`src/rtl/aes_round_ctrl_if.sv`:
```
// Bundle of handshake, block data and round-datapath signals shared between
// the AES-128 round sequencer and the logic around it. The sequencer takes the
// slave view; whoever supplies blocks and the round datapath takes the master view.
interface aes_round_ctrl_if;
  // Upstream handshake and block data
  logic         in_valid;
  logic         in_ready;
  logic [127:0] plaintext;
  logic [127:0] key;

  // Downstream handshake and result
  logic         out_valid;
  logic         out_ready;
  logic [127:0] ciphertext;

  // Towards the external round datapath and key-expansion step
  logic [127:0] state_q;
  logic [127:0] round_key_q;
  logic [7:0]   rcon;
  logic [3:0]   round_num;
  logic         skip_mix;

  // Back from the external round datapath and key-expansion step
  logic [127:0] dp_state;
  logic [127:0] dp_key;

  // Status
  logic         busy;

  modport slave (
    input  in_valid, plaintext, key, out_ready, dp_state, dp_key,
    output in_ready, out_valid, ciphertext, state_q, round_key_q,
           rcon, round_num, skip_mix, busy
  );

  modport master (
    output in_valid, plaintext, key, out_ready, dp_state, dp_key,
    input  in_ready, out_valid, ciphertext, state_q, round_key_q,
           rcon, round_num, skip_mix, busy
  );
endinterface

```
`src/rtl/aes_round_ctrl.sv`:
```
// Iterative AES-128 encryption round sequencer.
// Holds the 128-bit state and round key, performs the initial key add on
// accept and the per-round key add on every round, and steps an external
// combinational round datapath (SubBytes/ShiftRows/MixColumns) plus the
// key-expansion step one round per clock. One block is in flight at a time;
// a result waiting in DONE can be handed off in the same cycle a new block
// is accepted.
module aes_round_ctrl #(
  parameter int         NUM_ROUNDS = 10,
  parameter logic [7:0] RCON_INIT  = 8'h01
) (
  input logic             clk,
  input logic             rst,
  aes_round_ctrl_if.slave bus
);

  // Sequencer states
  localparam logic [1:0] IDLE  = 2'd0;
  localparam logic [1:0] ROUND = 2'd1;
  localparam logic [1:0] DONE  = 2'd2;

  // Final round number; the counter holds here while the result waits
  localparam logic [3:0] LAST_ROUND = 4'(NUM_ROUNDS);
  localparam logic [3:0] FIRST_ROUND = 4'd1;
  localparam logic [3:0] NO_ROUND = 4'd0;

  // Doubling in GF(2^8) modulo x^8+x^4+x^3+x+1; advances the round constant
  function automatic logic [7:0] xtime(input logic [7:0] r);
    xtime = {r[6:0], 1'b0} ^ (r[7] ? 8'h1b : 8'h00);
  endfunction

  // Registered state
  logic [1:0]   fsm;
  logic [127:0] state_reg;
  logic [127:0] key_reg;
  logic [7:0]   rcon_reg;
  logic [3:0]   round_reg;
  logic         out_valid_reg;
  logic         skip_mix_reg;
  logic         busy_reg;

  // Next-state values
  logic [1:0]   fsm_nxt;
  logic [127:0] state_nxt;
  logic [127:0] key_nxt;
  logic [7:0]   rcon_nxt;
  logic [3:0]   round_nxt;

  // Handshake decode
  logic ready;
  logic accept;
  logic last_round;
  logic result_taken;

  // A new block can enter when idle, or when the waiting result leaves this cycle
  assign ready        = (fsm == IDLE) || ((fsm == DONE) && bus.out_ready);
  assign accept       = bus.in_valid && ready;
  assign last_round   = (round_reg == LAST_ROUND);
  assign result_taken = (fsm == DONE) && bus.out_ready;

  // Next-state and datapath-load selection for the round sequencer
  always_comb begin
    fsm_nxt   = fsm;
    state_nxt = state_reg;
    key_nxt   = key_reg;
    rcon_nxt  = rcon_reg;
    round_nxt = round_reg;

    case (fsm)
      IDLE: begin
        if (accept) begin
          // Initial AddRoundKey happens on capture
          state_nxt = bus.plaintext ^ bus.key;
          key_nxt   = bus.key;
          round_nxt = FIRST_ROUND;
          rcon_nxt  = RCON_INIT;
          fsm_nxt   = ROUND;
        end else begin
          round_nxt = NO_ROUND;
          rcon_nxt  = RCON_INIT;
          fsm_nxt   = IDLE;
        end
      end

      ROUND: begin
        // Datapath result plus this round's key add; in_valid is ignored here
        state_nxt = bus.dp_state ^ bus.dp_key;
        key_nxt   = bus.dp_key;
        if (last_round) begin
          // Counter holds at the last round; rcon parks at its idle value
          round_nxt = round_reg;
          rcon_nxt  = RCON_INIT;
          fsm_nxt   = DONE;
        end else begin
          round_nxt = round_reg + 4'd1;
          rcon_nxt  = xtime(rcon_reg);
          fsm_nxt   = ROUND;
        end
      end

      DONE: begin
        if (accept) begin
          // Result leaves and the next block loads in the same cycle
          state_nxt = bus.plaintext ^ bus.key;
          key_nxt   = bus.key;
          round_nxt = FIRST_ROUND;
          rcon_nxt  = RCON_INIT;
          fsm_nxt   = ROUND;
        end else if (result_taken) begin
          round_nxt = NO_ROUND;
          rcon_nxt  = RCON_INIT;
          fsm_nxt   = IDLE;
        end else begin
          // Backpressure: everything holds, result stays on ciphertext
          fsm_nxt = DONE;
        end
      end

      default: begin
        // Unreachable encoding: drop any partial block and return to idle
        state_nxt = 128'h0;
        key_nxt   = 128'h0;
        round_nxt = NO_ROUND;
        rcon_nxt  = RCON_INIT;
        fsm_nxt   = IDLE;
      end
    endcase
  end

  // Sequencer registers; reset aborts any block in flight with no output
  always_ff @(posedge clk or posedge rst) begin
    if (rst) begin
      fsm           <= IDLE;
      state_reg     <= 128'h0;
      key_reg       <= 128'h0;
      rcon_reg      <= RCON_INIT;
      round_reg     <= NO_ROUND;
      out_valid_reg <= 1'b0;
      skip_mix_reg  <= 1'b0;
      busy_reg      <= 1'b0;
    end else begin
      fsm           <= fsm_nxt;
      state_reg     <= state_nxt;
      key_reg       <= key_nxt;
      rcon_reg      <= rcon_nxt;
      round_reg     <= round_nxt;
      out_valid_reg <= (fsm_nxt == DONE);
      skip_mix_reg  <= (round_nxt == LAST_ROUND);
      busy_reg      <= (fsm_nxt != IDLE);
    end
  end

  // Outputs come straight from registers, except the combinational in_ready
  assign bus.in_ready    = ready;
  assign bus.out_valid   = out_valid_reg;
  assign bus.ciphertext  = state_reg;
  assign bus.state_q     = state_reg;
  assign bus.round_key_q = key_reg;
  assign bus.rcon        = rcon_reg;
  assign bus.round_num   = round_reg;
  assign bus.skip_mix    = skip_mix_reg;
  assign bus.busy        = busy_reg;

endmodule

```
`src/flat_wrapper.sv`:
```
// flat-port wrapper written by rule: the top's interface ports become plain ports
module aes_round_ctrl_flat 
#(
  parameter int         NUM_ROUNDS = 10,
  parameter logic [7:0] RCON_INIT  = 8'h01
)
  (clk, rst, bus_in_valid, bus_plaintext, bus_key, bus_out_ready, bus_dp_state, bus_dp_key, bus_in_ready, bus_out_valid, bus_ciphertext, bus_state_q, bus_round_key_q, bus_rcon, bus_round_num, bus_skip_mix, bus_busy);
  aes_round_ctrl_if bus_i ();
  input logic clk;
  input logic rst;
  input wire logic [$bits(bus_i.in_valid)-1:0] bus_in_valid;
  input wire logic [$bits(bus_i.plaintext)-1:0] bus_plaintext;
  input wire logic [$bits(bus_i.key)-1:0] bus_key;
  input wire logic [$bits(bus_i.out_ready)-1:0] bus_out_ready;
  input wire logic [$bits(bus_i.dp_state)-1:0] bus_dp_state;
  input wire logic [$bits(bus_i.dp_key)-1:0] bus_dp_key;
  output wire logic [$bits(bus_i.in_ready)-1:0] bus_in_ready;
  output wire logic [$bits(bus_i.out_valid)-1:0] bus_out_valid;
  output wire logic [$bits(bus_i.ciphertext)-1:0] bus_ciphertext;
  output wire logic [$bits(bus_i.state_q)-1:0] bus_state_q;
  output wire logic [$bits(bus_i.round_key_q)-1:0] bus_round_key_q;
  output wire logic [$bits(bus_i.rcon)-1:0] bus_rcon;
  output wire logic [$bits(bus_i.round_num)-1:0] bus_round_num;
  output wire logic [$bits(bus_i.skip_mix)-1:0] bus_skip_mix;
  output wire logic [$bits(bus_i.busy)-1:0] bus_busy;
  assign bus_i.in_valid = bus_in_valid;
  assign bus_i.plaintext = bus_plaintext;
  assign bus_i.key = bus_key;
  assign bus_i.out_ready = bus_out_ready;
  assign bus_i.dp_state = bus_dp_state;
  assign bus_i.dp_key = bus_dp_key;
  assign bus_in_ready = bus_i.in_ready;
  assign bus_out_valid = bus_i.out_valid;
  assign bus_ciphertext = bus_i.ciphertext;
  assign bus_state_q = bus_i.state_q;
  assign bus_round_key_q = bus_i.round_key_q;
  assign bus_rcon = bus_i.rcon;
  assign bus_round_num = bus_i.round_num;
  assign bus_skip_mix = bus_i.skip_mix;
  assign bus_busy = bus_i.busy;
  aes_round_ctrl #(.NUM_ROUNDS(NUM_ROUNDS), .RCON_INIT(RCON_INIT)) u_core (.clk(clk), .rst(rst), .bus(bus_i));
endmodule
```
`config.mk`:
```
export PLATFORM = sky130hd
export DESIGN_NAME = aes_round_ctrl_flat
export DESIGN_NICKNAME = d
export VERILOG_FILES = /design/src/rtl/aes_round_ctrl_if.sv /design/src/rtl/aes_round_ctrl.sv /design/src/flat_wrapper.sv
export SDC_FILE = /design/constraint.sdc
export NUM_CORES = 1
export LEC_CHECK = 0
export CAP_MARGIN = 20
export CORE_AREA = 4 4 354 356
export CTS_CLUSTER_DIAMETER = 120
export DETAILED_ROUTE_END_ITERATION = 12
export DIE_AREA = 0 0 358 360
export SKIP_LAST_GASP = 1
export SLEW_MARGIN = 15
export SYNTH_ARGS = -nofsm -noshare
export SYNTH_HDL_FRONTEND = slang
export SYNTH_SLANG_ARGS = --single-unit
```
`constraint.sdc`:
```
create_clock -name clk -period 11.5 [get_ports clk]
set_clock_uncertainty 0.2 [all_clocks]
set_input_delay 2.875 -clock clk [delete_from_list [all_inputs] [get_ports clk]]
set_output_delay 2.875 -clock clk [all_outputs]
set_load 0.03 [all_outputs]
```
== After elaboration in Yosys (flattened, before gate mapping) ==
Cells that the tools add are included.

* Flip-flop bits (word level): 273
* Latch bits: 0
* Bits in writable memories: 0
* ROM bits: 0
* Output and inout port bits: 400
* Word-level logic and storage cells: 44
* Memories: 0

* Add/sub/neg operators: 1
* Multiply operators: 0
* Div/mod/pow operators: 0
* Magnitude comparators: 0
* Eq/ne operators: 7
* Shift operators: 0
* Multiplexer cells: 19
* Bitwise operators: 3
* Reductions and logical operators: 6

{| class="wikitable"
|+ Operator list
! kind !! count
|-
| 128-bit case mux with 2 select lines || 2
|-
| 128-bit 2-to-1 mux || 2
|-
| 128-bit bitwise XOR || 2
|-
| 8-bit 2-to-1 mux || 3
|-
| 8-bit case mux with 2 select lines || 1
|-
| 4-bit 2-to-1 mux || 3
|-
| 4-bit case mux with 3 select lines || 1
|-
| 4-bit == test, second input constant || 2
|-
| 8-bit bitwise XOR || 1
|-
| 2-bit 2-to-1 mux || 3
|-
| 2-bit case mux with 3 select lines || 1
|-
| 5-bit 2-to-1 mux || 1
|-
| 4-bit by 1-bit adder with 4-bit output, second input constant || 1
|-
| 2-bit == test, second input constant || 2
|-
| 3-bit by 1-bit != test with 1-bit output, second input constant || 1
|-
| 2-bit by 1-bit == test with 1-bit output, second input constant || 1
|-
| 1-bit logical AND || 2
|-
| 2-bit logical NOT || 1
|-
| 1-bit 2-to-1 mux || 2
|-
| 2-bit by 1-bit != test with 1-bit output, second input constant || 1
|-
| 2-bit nonzero test || 1
|-
| 2-bit OR reduction || 1
|-
| 1-bit logical OR || 1
|}

== Depth between registers and ports, before layout ==
Gate-level depths: netlist of the first run.

* Depth after elaboration: 7
* Gate-level depth with buffers: 7
* Mapped depth without buffers: 6

== Least setup slack after synthesis of the first run ==
No wires, ideal clock.

* Kind: input to output
* From: in bus_out_ready
* To: out bus_in_ready
* Data arrival time: 3325 ps
* Setup slack: 5100 ps
* Stages: 2
* Path buffers: 0
* Cells stage by stage: nor2b_1 nor2_1

* Longest elaborated chain between the ends: 2

{| class="wikitable"
|+ Ends and longest elaborated chain
! element !! line !! text
|-
| from (decl) || flat_wrapper.sv:14 || <nowiki>input wire logic [$bits(bus_i.out_ready)-1:0] bus_out_ready;</nowiki>
|-
| 1-bit logical AND || aes_round_ctrl.sv:56 || <nowiki>assign ready = (fsm == IDLE) || ((fsm == DONE) && bus.out_ready);</nowiki>
|-
| 1-bit logical OR || aes_round_ctrl.sv:56 ||
|-
| to (decl) || flat_wrapper.sv:17 || <nowiki>output wire logic [$bits(bus_i.in_ready)-1:0] bus_in_ready;</nowiki>
|}

Every way passes these cells.

== Worst setup path in the final report of the first run ==
Same ends and word-level chain as after synthesis.

==> results of run 1 <==
-- logic make-up after synthesis --
| logic type | Yosys count | synth area share, % |
|---|---|---|
| flip-flops | 273 | 44.4 |
| buffers and inverters | 221 | 9.89 |
| AO/OA/AOI/OAI | 275 | 10.3 |
| AND/OR/NAND/NOR | 147 | 3.98 |
| multiplexers | 256 | 16.6 |
| adder cells (fa/ha/maj) | 2 | 0.162 |
| XOR/XNOR | 259 | 14.7 |
-- path summary, 6_finish.rpt --
path / start / endpoint / slack (ns)
setup / recovery: bus_out_ready / bus_in_ready / 4.06
hold / removal: u_core.bus.rcon[1] / u_core.bus.rcon[1] / 0.32
setup reg to reg: u_core.fsm[0] / u_core.bus.rcon[4] / 7.89
hold reg to reg: u_core.bus.rcon[1] / u_core.bus.rcon[1] / 0.32
max in group asynchronous: rst / u_core.bus.round_key_q[126] / 6.44
min in group asynchronous: rst / u_core.bus.ciphertext[46] / 2.58
-- report_power, final --
part           total [mW]  switching (mW)  leakage, nW  internal (mW)
Combinational        4.28            2.62         5.98           1.66
Sequential           1.82           0.445         3.27           1.37
Clock                1.24           0.497        0.629          0.740
-- cells in the final DEF, fill, tap and decap left out, types with 2 or more instances in the layout --
master           instances
xnor2_1                131
ha_1                     2
nand2_1                134
clkbuf_16               41
a21o_1                   3
nor3b_4                  2
buf_4                   14
a22o_1                   4
dfrtp_1                271
o22ai_1                128
inv_6                    4
clkbuf_8                10
o21ai_1                 81
clkdlybuf4s50_1        915
o21ai_0                 54
clkinv_2                 2
clkbuf_1                10
xor2_1                 128
mux2i_1                256
inv_1                    3
buf_12                   2
diode_2                  6
-- per-stage QoR --
stage	cells	cell area [um2]	hold WS, ns
6_report	3847	26600	0.321
4_1_cts	3841	26600	0.329
2_1_floorplan	1433	15400	0.436
3_3_place_gp	3772	25300	0.298
5_1_grt	3844	26600	0.365
3_5_place_dp	3772	25300	0.316
-- metal layers --
layer / part of all wire [%] / up-vias
met3: 9.0 / 91
met4: 2.6 / 12
li1: - / 6374
met5: 0.091 / -
met2: 46 / 642
met1: 42 / 6822
-- layout make-up --
cell class / instances / share of cell area (%)
antenna: 6 / 0.0565
inverter: 4 / 0.0848
clock inverter: 8 / 0.311
multi-input combinational: 939 / 26.6
clock buffer: 61 / 4.52
sequential: 273 / 25.7
timing repair buffer: 931 / 35.0
tap: 1625 / 7.65
-- critical path: cells and delay by family --
| family | cells | cell delay, ns |
|---|---|---|
| simple gates | 2 | 0.37 |
| buf+inv | 2 | 1.12 |
==> results by group, run 1 <==
Outcome
  • Status: finished, final reports clean

STA
  • Final setup margin: between 4 and 5 ns
  • Worst Max-Slew Pin Slew: 1.07 ns
  • Slew Limit Fails: 0
  • RSZ-0062 raised after global routing: false
  • Slew HR: around 28%
  • TNS Setup: 0 ns
  • Final hold viol count: 0
  • Crit path time final: ~7.4 ns
  • Tcrit/Tclk final: around 65%
  • Fmax: roughly 130 MHz
  • Endpoints failing setup: 0

Routing
  • DR vias/cell: ~3.6
  • Residual DRC: 0
  • Initial DRC Count: between 700 and 800
  • Post-route antenna net violation count: 0
  • Total wire length: ~85000 um
  • Routed WL per cell: approximately 22 um
  • Via count: 13900
  • DRT Pass-1 Iters: 5

Critical path
  • CP Cell Sequence: clkdlybuf4s50_1 > nor2b_1 > nor2_1 > clkdlybuf4s50_1
  • Element type at the critical path start: primary input
  • Cell mode on critical path: clkdlybuf4s50_1
  • R2R depth: 5
  • Worst Path Required: between 8 and 9 ns
  • WS Path Type: primary input to output port
  • Worst-path maximum fanout: 3
  • CP max stage cell: clkdlybuf4s50_1
  • Worst Path Arrival: ~4.4 ns
  • Setup crit end kind: output port
  • Max incr delay on CP: between 0.6 and 0.7 ns

CTS
  • TritonCTS clock tree: yes
  • Number of buffers created by CTS: 38
  • H-tree depth: 2
  • Number of post-CTS setup repair buffers: 0
  • Resize count post-CTS: 0
  • Worst skew pair latency: 0.56 ns
  • Root Driver: clkbuf_16
  • CTS sink count: 273
  • Hold buffer count at CTS: 0
  • Clk buf depth: 3
  • Clock slew at reported path FFs: 0.05 ns

Worst hold path
  • Hold Crit Depth: 2
  • Class of the worst hold path: register to register

Global route
  • Global Route Usage Sum: about 13%
  • Met3 GRT Util: roughly 3.8%
  • Grt ovf: 0
  • Antenna violations before repair: 13
  • Global routing's busiest layer: met2
  • First-pass GRT wire length: between 100000 and 150000 um
  • Vias in the first global route: roughly 15000
  • Grt met2 use: between 20 and 25%
  • Routing usage on met1: 15.8%
  • Largest net degree at the start of global routing: ~110

Synthesis
  • Area leader, netlist: dfrtp_1
  • Cell Area, Synth: ~15000 um2
  • Synth Register Bits: between 200 and 300
  • Number of flops mapped to enable cells by yosys: 0
  • Post-synthesis sequential area ratio: between 40% and 50%
  • Post-Synthesis Cells: 1433
  • Synth top area share: 44.2%
  • Post-synth cell types: 34
  • Synth Warn #: 0
  • Top cells by count, synth: dfrtp_1, mux2i_1, nand2_1, buf_4, xnor2_1
  • Ys async rst share: 100%
  • Dominant synthesized flop cell: dfrtp_1
  • Avg Cell Area, Syn: ~11 um2
  • Synth Net Count: slightly below 2000
  • Top post-synthesis cells by area: dfrtp_1, mux2i_1, xnor2_1
  • Count leader, synth: dfrtp_1

Floorplan
  • Initial Util: roughly an eighth
  • Die Height: 360 um
  • Ports: just over 900
  • Die X: roughly 360 um
  • Die area: between 100000 and 150000 um2
  • # rows: between 100 and 150
  • Core area: 122000 um2

Layout
  • Area added between synthesis and finish: 72.4%
  • Register area: between 6000 and 7000 um2
  • Proportion of layout cells with a drive suffix above 1: 3.88%
  • Fin util: approximately 22%
  • Area occupied by multi-input gates: 7070 um2
  • Post-layout nets: between 2000 and 3000
  • FILL cells: approximately 13000

Power
  • Power Density: about 280 nW/um2
  • Leak: 9.88 nW
  • Tot Pwr: between 7 and 8 mW
  • Peak VDD IR: about 0.00016 V

Place
  • IO buf count: between 900 and 1000
  • DP Worst Slack: a little over 4 ns
  • GPL Wtd Cong: about 0.94
  • Detail Placement HPWL: 67800 um

Run
  • Max cap viols: 0
Note: power is estimated with default switching activity, not from simulation.
==> inputs of run 2 (changes only) <==
- clock period: 11.5 -> 7.05 ns (I/O delays scaled with it)
==> results by group, run 2 (synthesized netlist as in run 1, its figures left out) <==
Outcome
  • Status: finished, final reports clean

Power
  • Sequential share of power: 24.8% (about the same)
  • Sw frac: 49.5% (+0.89 points)
  • Power Density: 454 nW/um2 (+64%)
  • Clock share of power: 15.9% (-1.0 points)
  • Cell-internal power: 6.10 mW (+62%)
  • NetSw: 5.97 mW (+68%)
  • Leak: 9.90 nW (+0.16%)
  • Peak VDD IR: 0.000344 V (+110%)
  • Combinational share of power: 59.3% (+1.0 points)

Routing
  • Routed WL per cell: 23.3 um (+5.0%)
  • Initial DRC Count: 735 (-5.8%)
  • Via count: 14000 (+0.29%)
  • Residual DRC: 0 (unchanged)
  • DRT Pass-1 Iters: 5 (unchanged)
  • DR vias/cell: 3.63 (+0.27%)
  • Post-route antenna net violation count: 0 (unchanged)
  • Total wire length: 89700 um (+5.1%)

Critical path
  • Worst Path Arrival: 3.31 ns (-1.05 ns)
  • WS Path Type: primary input to output port
  • Worst Path Required: 5.09 ns (-3.34 ns)
  • Cell mode on critical path: clkdlybuf4s50_1
  • Crit. Startpoint: bus_out_ready
  • Element type at the critical path start: primary input
  • CP Cell Sequence: clkdlybuf4s50_1 > nor2b_1 > nor2_1 > clkdlybuf4s50_1
  • Max incr delay on CP: 0.70 ns (+0.07 ns)
  • CP max stage cell: clkdlybuf4s50_1
  • Worst-path maximum fanout: 3 (unchanged)
  • Buf/Inv on CP: 2 (unchanged)
  • Worst r2r src: u_core.fsm[0]
  • Setup crit end kind: output port
  • CP top delay family: buffers and inverters

CTS
  • TritonCTS clock tree: yes
  • H-tree depth: 2 (unchanged)
  • Number of buffers created by CTS: 37 (-2.6%)
  • Worst skew pair latency: 0.57 ns (about the same)
  • Clk buf depth: 3 (unchanged)
  • Hold buffer count at CTS: 0 (unchanged)
  • Number of post-CTS setup repair buffers: 0 (unchanged)
  • Root Driver: clkbuf_16
  • CTS sink count: 273 (unchanged)
  • Resize count post-CTS: 0 (unchanged)
  • Clock slew at reported path FFs: 0.05 ns (about the same)

Layout
  • Cell Count, Final, Fillers Out: 3848 (+0.026%)
  • Commonest cells after routing, fill and taps aside: clkdlybuf4s50_1, dfrtp_1, mux2i_1
  • Area added between synthesis and finish: 72.6%
  • Most common cell after layout, fill and taps aside: clkdlybuf4s50_1
  • Proportion of layout cells with a drive suffix above 1: 4.05% (+0.17 points)
  • Post-layout nets: 2709 (+0.15%)

STA
  • Final hold viol count: 0 (unchanged)
  • Slew HR: 33.1% (+4.7 points)
  • Fmax: ~190 MHz
  • TNS Setup: 0 ns (unchanged)
  • RSZ-0062 raised after global routing: false
  • Slew Limit Fails: 0 (unchanged)
  • Tcrit/Tclk final: 74.8%
  • Hold slack final: 0.320 ns (-0.00176 ns)
  • Endpoints failing setup: 0 (unchanged)
  • Worst Max-Slew Pin Slew: 1.00 ns (-0.0704 ns)
  • Crit path time final: between 5 and 6 ns

Global route
  • Antenna violations before repair: 9 (-4)
  • First-pass GRT wire length: 120000 um (+4.2%)
  • Vias in the first global route: 14500 (-0.47%)
  • Global Route Usage Sum: 13.2% (+0.67 points)
  • Largest net degree at the start of global routing: 133 (+25%)
  • Grt ovf: 0 (unchanged)

Run
  • Max cap viols: 0 (unchanged)

Place
  • IO buf count: 915 (unchanged)
  • Detail Placement HPWL: 72300 um (+6.6%)
  • GPL Wtd Cong: 0.934 (-0.62%)
  • Dpl cells: 3777 (+0.13%)

Floorplan
  • Core area: 122000 um2 (unchanged)
  • Die Height: 360 um (unchanged)
  • Ports: 916 (unchanged)
  • Initial Util: 12.7% (unchanged)
  • Die area: 129000 um2 (unchanged)
  • Die X: 358 um (unchanged)
  • # rows: 128 (unchanged)

Worst hold path
  • Class of the worst hold path: register to register
  • Hold Startpoint: u_core.bus.rcon[1]
[run 2: changes by cell type in the layout (fill, tap and decap cells not counted), moves of 2 or more]
cell,delta
diode_2,-3
clkinv_2,+3
clkinv_4,+2
inv_6,-3
clkbuf_16,-2
buf_12,+6
[run 2: area by class of cell]
class | instances | area (um2)
tap | 1625 | 2030
sequential | 273 | 6840
clock buffer | 59 | 1150
antenna | 3 | 7.51
clock inverter | 9 | 58.8
fill | 13300 | 95100
timing repair buffer | 936 | 9420
multi-input combinational | 939 | 7070
inverter | 4 | 18.8
[run 2: final timing paths]
kind / endpoint / slack, ns / cells after the start
max: bus_in_ready / 1.78 / 4
min: u_core.bus.rcon[1] / 0.32 / 2
max reg2reg: u_core.bus.round_key_q[37] / 4.19 / 5
min reg2reg: u_core.bus.rcon[1] / 0.32 / 2
max in group asynchronous: u_core.bus.round_key_q[113] / 3.95 / 3
min in group asynchronous: u_core.bus.round_key_q[53] / 1.45 / 2
[run 2: power groups by stage]
| stage | Sequential [mW] | Combinational (mW) | Clock, mW |
|---|---|---|---|
| finish | 2.99 | 7.15 | 1.92 |
| global route | 3.08 | 7.52 | 2.06 |
| CTS | 3.00 | 7.29 | 2.00 |
| detailed placement | 3.00 | 7.27 | 0 |
| global placement | 2.99 | 7.27 | 0 |
| floorplan | 3.96 | 2.97 | 0 |
[run 2: metrics by stage]
step	setup WS, ns	area [um2]	util, %	total power, mW
after floorplan	1.48	15400	-	6.93
final	1.78	26600	21.8	12.1
after detailed placement	1.78	25400	20.8	10.3
after global placement	1.78	25400	20.8	10.3
after CTS	1.77	26600	21.8	12.3
after global routing	1.77	26600	21.8	12.7
[run 2: worst register-to-register path, cell delays in order (launching register included)]
cell     delay (ns)
dfrtp_4        0.60
nor3b_4        0.37
buf_12         0.45
buf_4          0.76
mux2i_1        0.25
o21ai_1        0.09
[run 2: per-layer routing]
metal	GRT usage (%)	wire, um	share of wire (%)
met1	17.8	40200	45
met2	21.0	40600	45
met3	3.63	7220	8.0
met4	2.79	1600	1.8
met5	0	61	0.068
==> inputs of run 3 (changes only) <==
- CORE_AREA: 4 4 354 356 -> 4 4 352 354
- DIE_AREA: 0 0 358 360 -> 0 0 356 358
- clock period: 7.05 -> 4.3 ns (I/O delays scaled with it)
==> results by group, run 3 (synthesized netlist as in run 1, its figures left out) <==
Place
  • Dpl cells: 3806 (+0.77%)
  • Detail Placement HPWL: 74500 um (+3.1%)
  • IO buf count: 915 (unchanged)
  • DP Worst Slack: 0.481 ns (-1.30 ns)
  • GPL Wtd Cong: 0.939 (+0.61%)

Layout
  • Area occupied by multi-input gates: 7070 um2 (unchanged)
  • Area added between synthesis and finish: 74.5%
  • Most common cell after layout, fill and taps aside: clkdlybuf4s50_1
  • FILL cells: 13200 (-0.71%)
  • Cell Count, Final, Fillers Out: 3875 (+0.70%)
  • Commonest cells after routing, fill and taps aside: clkdlybuf4s50_1, dfrtp_1, mux2i_1
  • Proportion of layout cells with a drive suffix above 1: 5.39% (+1.3 points)
  • Register area: 6840 um2 (unchanged)
  • Post-layout nets: 2737 (+1.0%)

Global route
  • Global Route Usage Sum: 13.5% (+0.27 points)
  • Antenna violations before repair: 5 (-4)
  • First-pass GRT wire length: 121000 um (+0.73%)
  • Grt ovf: 0 (unchanged)
  • Vias in the first global route: 14900 (+2.2%)
  • Largest net degree at the start of global routing: 133 (unchanged)

CTS
  • Clock slew at reported path FFs: 0.05 ns (about the same)
  • Worst skew pair latency: 0.56 ns (about the same)
  • CTS sink count: 273 (unchanged)
  • Number of buffers created by CTS: 36 (-2.7%)
  • Hold buffer count at CTS: 0 (unchanged)
  • Resize count post-CTS: 0 (unchanged)
  • TritonCTS clock tree: yes
  • H-tree depth: 2 (unchanged)
  • Number of post-CTS setup repair buffers: 0 (unchanged)
  • Clk buf depth: 3 (unchanged)
  • Root Driver: clkbuf_16

Critical path
  • Worst-path maximum fanout: 3 (unchanged)
  • Setup crit end kind: output port
  • CP Cell Sequence: clkdlybuf4s50_1 > nor2b_1 > nor2_1 > clkdlybuf4s50_1
  • Crit. Startpoint: bus_out_ready
  • Max incr delay on CP: 0.68 ns (-0.02 ns)
  • WS Path Type: primary input to output port
  • Worst Path Required: 3.02 ns (-2.07 ns)
  • CP max stage cell: clkdlybuf4s50_1
  • Element type at the critical path start: primary input
  • Worst r2r src: u_core.fsm[0]
  • Worst Path Arrival: 2.56 ns (-0.75 ns)
  • Cell mode on critical path: clkdlybuf4s50_1
  • R2R depth: 6 (+1)

STA
  • RSZ-0062 raised after global routing: false
  • Crit path time final: 3.83 ns
  • Endpoints failing setup: 0 (unchanged)
  • Slew Limit Fails: 0 (unchanged)
  • Final setup margin: 0.468 ns (-1.31 ns)
  • Worst Max-Slew Pin Slew: 0.884 ns (-0.120 ns)
  • Fmax: around 260 MHz
  • Slew HR: 41.0% (+8.0 points)
  • Tcrit/Tclk final: 89.1%
  • Final hold viol count: 0 (unchanged)

Routing
  • DRT Pass-1 Iters: 5 (unchanged)
  • Via count: 14000 (+0.21%)
  • Initial DRC Count: 894 (+22%)
  • Total wire length: 90600 um (+1.0%)
  • Routed WL per cell: 23.4 um (+0.32%)
  • Residual DRC: 0 (unchanged)
  • Post-route antenna net violation count: 0 (unchanged)
  • DR vias/cell: 3.62 (-0.48%)

Floorplan
  • Die X: 356 um (-0.56%)
  • # rows: 128 (unchanged)
  • Die Height: 358 um (-0.56%)
  • Ports: 916 (unchanged)
  • Core area: 121000 um2 (-0.53%)
  • Initial Util: 12.7% (+0.067 points)
  • Die area: 127000 um2 (-1.1%)

Power
  • Leak: 10.1 nW (+1.7%)
  • Tot Pwr: 20.0 mW (+66%)
  • Peak VDD IR: 0.000364 V (+5.6%)
  • Power Density: 744 nW/um2 (+64%)

Worst hold path
  • Hold Crit Depth: 2 (unchanged)
  • Hold Startpoint: u_core.bus.rcon[4]
  • Class of the worst hold path: register to register

Outcome
  • Status: finished, final reports clean

Run
  • Max cap viols: 0 (unchanged)
==> run 3: cell types whose count changed in the layout (fill, tap and decap cells not counted), sizes merged <==
cell | before | now
inv | 4 | 5
clkbuf | 59 | 48
diode | 3 | 4
bufinv | 0 | 4
clkinv | 7 | 10
buf | 21 | 50
==> run 3: through the flow <==
step / instance area (um2) / hold WS [ns] / utilization (%) / setup TNS, ns
floorplan: 15400 / 0.436 / - / -158.74
global placement: 25600 / 0.304 / 21.2 / 0
detailed placement: 25600 / 0.320 / 21.2 / 0
CTS: 26900 / 0.338 / 22.2 / 0
global route: 26900 / 0.349 / 22.2 / 0
finish: 26900 / 0.329 / 22.2 / 0
==> run 3: report_power, final <==
group / leakage, nW / internal, mW / switching [mW] / total, mW
Clock: 0.608 / 1.91 / 1.30 / 3.21
Sequential: 3.27 / 3.67 / 1.21 / 4.88
Combinational: 6.19 / 4.59 / 7.31 / 11.9
==> run 3: per-layer routing <==
layer / part of all wire [%] / global-route usage (%) / wire length [um]
met1: 42 / 17.5 / 38400
met3: 8.7 / 4.15 / 7930
met4: 2.0 / 3.20 / 1810
met5: 0.0088 / 0 / 8
met2: 47 / 21.8 / 42500
==> run 3: layout make-up <==
| type | count | share of cell area, % |
|---|---|---|
| clock buffer | 48 | 3.78 |
| sequential | 273 | 25.4 |
| tap | 1625 | 7.56 |
| inverter | 4 | 0.0698 |
| timing repair buffer | 965 | 36.0 |
| multi-input combinational | 939 | 26.3 |
| clock inverter | 17 | 0.782 |
| antenna | 4 | 0.0372 |
==> run 3: final timing paths <==
| kind | to | slack [ns] |
|---|---|---|
| min in group asynchronous | u_core.bus.ciphertext[58] | 0.69 |
| max in group asynchronous | u_core.bus.ciphertext[127] | 2.29 |
| max reg2reg | u_core.bus.ciphertext[10] | 1.63 |
| min | u_core.bus.rcon[4] | 0.33 |
| max | bus_in_ready | 0.47 |
| min reg2reg | u_core.bus.rcon[4] | 0.33 |
==> run 3: worst max-delay path: cells and delay by family <==
kind                   cells  cell delay, ns
buffers and inverters      2            1.24
AND/OR/NAND/NOR            2            0.24
